[config.mk]
export PLATFORM = sky130hd
export DESIGN_NAME = fifo_rd_checker_lfsr_step
export DESIGN_NICKNAME = d
export VERILOG_FILES = /design/src/rtl/fifo_rd_checker_pkg.sv /design/src/rtl/fifo_rd_checker_lfsr_step.sv
export SDC_FILE = /design/constraint.sdc
export NUM_CORES = 1
export LEC_CHECK = 0
export ABC_AREA = 1
export CORE_MARGIN = 3
export CORE_UTILIZATION = 45
export CTS_CLUSTER_SIZE = 30
export DETAILED_ROUTE_END_ITERATION = 6
export PLACE_DENSITY = 0.79
export SLEW_MARGIN = 40
export SYNTH_ARGS = -nofsm -noshare
export SYNTH_HDL_FRONTEND = slang
export SYNTH_SLANG_ARGS = --single-unit
[constraint.sdc]
create_clock -name clk -period 1.1 [get_ports clk]
set_clock_uncertainty 0.2 [all_clocks]
set_input_delay 0.11 -clock clk [delete_from_list [all_inputs] [get_ports clk]]
set_output_delay 0.11 -clock clk [all_outputs]
set_load 0.01 [all_outputs]
[src/rtl/fifo_rd_checker_pkg.sv]
// Shared definitions for the FIFO test datapath: LFSR constants, the step
// function used by both the write-side generator and the read-side checker, and FSM states.
package fifo_rd_checker_pkg;

  localparam int LFSR_WIDTH = 16;
  localparam logic [LFSR_WIDTH-1:0] LFSR_SEED = 16'h0AA1;

  // Feedback taps for x^16 + x^14 + x^13 + x^11 + 1 (zero-based bit indices)
  localparam int TAP_A = 15;
  localparam int TAP_B = 13;
  localparam int TAP_C = 12;
  localparam int TAP_D = 10;

  typedef enum logic [1:0] {
    IDLE,
    RUN,
    DRAIN,
    DONE
  } state_t;

  function automatic logic [LFSR_WIDTH-1:0] lfsr_next(input logic [LFSR_WIDTH-1:0] v);
    return {v[LFSR_WIDTH-2:0], v[TAP_A] ^ v[TAP_B] ^ v[TAP_C] ^ v[TAP_D]};
  endfunction

endpackage

[src/rtl/fifo_rd_checker_lfsr_step.sv]
// Registered Fibonacci LFSR with a synchronous seed load and an advance strobe;
// exposes the low DATA_W bits as the expected data word.
module fifo_rd_checker_lfsr_step
  import fifo_rd_checker_pkg::*;
#(
  parameter int              W      = LFSR_WIDTH,
  parameter int              DATA_W = 8,
  parameter logic [W-1:0]    SEED   = LFSR_SEED
) (
  input  logic              clk,
  input  logic              rst,
  input  logic              load,
  input  logic              adv,
  output logic [DATA_W-1:0] exp_byte
);

  logic [W-1:0] lfsr;

  // NOTE: sequential state uses non-blocking (<=) so every flop samples pre-edge values.
  always_ff @(posedge clk or posedge rst) begin
    if (rst)       lfsr <= SEED;
    else if (load) lfsr <= SEED;
    else if (adv)  lfsr <= lfsr_next(lfsr);
  end

  assign exp_byte = lfsr[DATA_W-1:0];

endmodule

# ---- After elaboration in Yosys (flattened, before gate mapping)
# Cells that the tools add are included.
dict set report totals {
  ff_bits 16
  latchBits 0
  mem_bits_rw 0
  romBits 0
  input_bits 4
  output_inout_bits 8
  wordCells 7
  n_memories 0
}
dict set report op_classes {
  add_sub_neg 0
  n_mul 0
  n_div 0
  magnitude_cmp 0
  eq_ne 0
  shift 0
  mux 2
  n_bitwise 3
  reduce_logical 1
}
# operator count
set ops {}
lappend ops {{16-bit 2-to-1 mux} 2}
lappend ops {{1-bit bitwise XOR} 3}
lappend ops {{2-bit nonzero test} 1}

# ---- Depth between registers and ports, before layout
dict set report logic_depth {
  ltp_word 5
  depth_mapped 6
  mapped_depth_nobuf 6
}

# ---- Worst setup path before layout
# No wires, ideal clock.
dict set report synth_timing {
  path_kind {register to register}
  start {register, netlist name lfsr[5]}
  end {register lfsr[5]}
  setup_ns 0.082
  arrival_time_ns 0.704
  required_time_ns 0.818
  path_slack_ns 0.114
  path_stages_with_launch 3
  n_path_buf 0
  period_less_slack_ns 0.986
  path_cell_list {dfstp_2 -> inv_1 -> a22oi_1}
}
# element line_no
set synth_rtl {}
lappend synth_rtl {{end signal, assigned} fifo_rd_checker_lfsr_step.sv:23} ;# else if (adv) lfsr <= lfsr_next(lfsr);
lappend synth_rtl {{end, declared} fifo_rd_checker_lfsr_step.sv:17} ;# logic [W-1:0] lfsr;

# ---- Worst setup path in the final report
dict set report layout_timing {
  start {register lfsr[0]}
  end {output exp_byte[0]}
}
# element line_no
set layout_rtl {}
lappend layout_rtl {{end, declared} fifo_rd_checker_lfsr_step.sv:14} ;# output logic [DATA_W-1:0] exp_byte
# No word-level cell between the ends.

==> results_dict.tcl <==
set metrics [dict create \
    period_share_pct 113 \
    ys_seq_area_share_pct 55.2 \
    clk_pin_slew_worst_paths_ps 90 \
    largest-register "lfsr" \
    nets 98 \
    rows 13 \
    largest_reg_flops 16 \
    drt_pre_antenna_iters 4 \
    die_x_um 46.5 \
    synth_mux_area_share_pct 0 \
    first_iter_violations 20 \
    power.density_nw_per_um2 1340 \
    leakagePower_nw 0.480 \
    arrival_ps 930 \
    setup_viol 9 \
    cts.path.max_buffers 2 \
    initial_core_util_pct 52.1 \
    layout-drive-gt1-share_pct 45.2 \
    crit_start "lfsr[0]$_DFFE_PP1P_" \
    io_buffers 11 \
    insertedDiodeCount 0 \
    synth-compound-area-share_pct 13.9 \
    slowest_stage "dfstp_2" \
    grt_pass1_wl_um 2180 \
    synth_top_family_by_area "buffers and inverters" \
    dp_slack_ps -306 \
    violations "hold timing, setup timing" \
    cts.htree.levels 1 \
    worstPathMaxFanout 2 \
    cts_tree "built" \
    crit_type "register to output port" \
    detail_route.wirelength_um 1580 \
    via_count 562 \
    die_height_um 46.5 \
    hold_viol 1 \
    grt_start_max_net_pins 17 \
    syn_nets 81 \
    grt_use_total_pct 14.9 \
    largest_registers "lfsr: 16 flops" \
    setup_ws_ps -142 \
    clock_sinks 16 \
    dp_hpwl_um 976 \
    synthAdderAreaFrac_pct 0 \
    synthSimpleGateAreaFrac_pct 10.4 \
    worstPathCellList "buf_6" \
    rsz0062_at_grt "true" \
    ios 12 \
    coreArea_um2 1420 \
    worst_setup_path_end_kind "output port" \
    max_slew_margin_pct 83.8 \
    area_growth_pct 27.5 \
    worstMarginPinSlew_ps 242 \
    synthXorXnorAreaFrac_pct 1.19 \
    syn_area_um2 737 \
    cp_num_buf_inv 1 \
    status "finished with violations" \
    yosysWarnings 0 \
    drc 0 \
    viasPerCell 5.20 \
    overflow 0 \
    die_area_um2 2160 \
    synth-seq-cells 16 \
    ir_drop_mv 0.616 \
    drv_cap 0 \
    worst_skew_pair.late_latency_ps 280 \
    gp_congestion 0.796 \
    layout_common_cells "inv_1 (11), nand2_1 (11), dfrtp_1 (11)" \
    critPathTopFamily "flip-flops" \
    slowest_delay_ps 550 \
    wl_per_cell_um 14.6 \
    fmax_ghz 0.805 \
    avgSynthCellArea_um2 9.57 \
    synthDistinctLibCells 14 \
    synth_cells 77 \
    fin_util_pct 66.4 \
    antenna_found_initial 0 \
    critPathLaunchType "register" \
    worst_ep_required_time_ps 790 \
    grt_pass1_vias 537 \
    root_buffer "clkbuf_4" \
    hold_class "input pin to register" \
    cts_made_buffers 3 \
    holdWs_ps -2.02 \
    r2r_start "lfsr[15]$_DFFE_PP0P_" \
    holdCritStartpoint "load" \
    antenna_left 0 \
    period_needed_ps 1240 \
    slew_violations 0 \
    power.total_mw 1.26 \
]
## through the flow
| stage | instance area (µm²) | instances | setup TNS [ps] |
|---|---|---|---|
| 2_1_floorplan | 737 | 77 | 0 |
| 3_3_place_gp | 845 | 99 | -4830 |
| 4_1_cts | 883 | 106 | -559 |
| 5_1_grt | 940 | 108 | -759 |
| 6_report | 940 | 108 | -543 |
| 3_5_place_dp | 845 | 99 | -5480 |
## layer usage
metal	up-vias	GRT usage (%)	routed length [µm]
met4	0	6.82	19
met1	277	17.7	605
met3	3	3.52	68
li1	269	-	-
met5	-	0	0
met2	13	25.0	889
## worst reg2reg max path, cell delays in order, from the launching register on
cell,delay (ps)
dfrtp_1,430
xnor2_1,250
nand2_1,80
nand3_1,70
nand2_1,50
## power breakdown
part / switching, mW / leakage [nW] / internal [mW] / total (mW)
clock: 0.182 / 0.0210 / 0.202 / 0.384
combinational: 0.115 / 0.258 / 0.101 / 0.215
sequential: 0.0223 / 0.200 / 0.635 / 0.658
## layout make-up
class | instances | area, µm²
Multi-Input combinational cell | 33 | 209
Tap cell | 15 | 18.8
Timing Repair Buffer | 21 | 195
Fill cell | 107 | 475
Clock buffer | 4 | 36.3
Sequential cell | 16 | 407
Inverter | 19 | 73.8
## logic make-up (layout without fill, tap and decap cells)
group,count (synthesis),count (layout)
AOI/OAI and AO/OA,16,16
DFF,16,16
buffers and inverters,28,44
xor gates and xnor gates,1,1
and+or+nand+nor,16,16
## timing repair
action,CTS,global route
resized for setup,38,11
setup buffers,2,2
endpoints found under the hold margin,11,0
setup endpoints to repair,11,23
pin swaps,0,3
hold buffers,1,0
cloned,0,1
## cell usage after synthesis
cell     number  area (µm²)
inv_1        17        63.8
nand2_1      13        48.8
dfrtp_1      11         275
o22ai_1      10        62.6
buf_4         8        60.1
dfstp_2       5         131
a22oi_1       4        30.0
inv_2         2        7.51
nor2_4        2        22.5
a21oi_1       1        5.00
buf_6         1        11.3
nand3_1       1        5.00
o21ai_0       1        5.00
xnor2_1       1        8.76
## path summary, 6_finish.rpt
check,slack (ps),depth (start not counted),endpoint
max reg2reg,-50,4,lfsr[0]$_DFFE_PP1P_
min reg2reg,300,2,lfsr[9]$_DFFE_PP1P_
max,-140,1,exp_byte[0]
min in group asynchronous,70,3,lfsr[8]$_DFFE_PP0P_
max in group asynchronous,440,3,lfsr[5]$_DFFE_PP1P_
min,-2,3,lfsr[0]$_DFFE_PP1P_
Power figures use the tool's default switching activity.
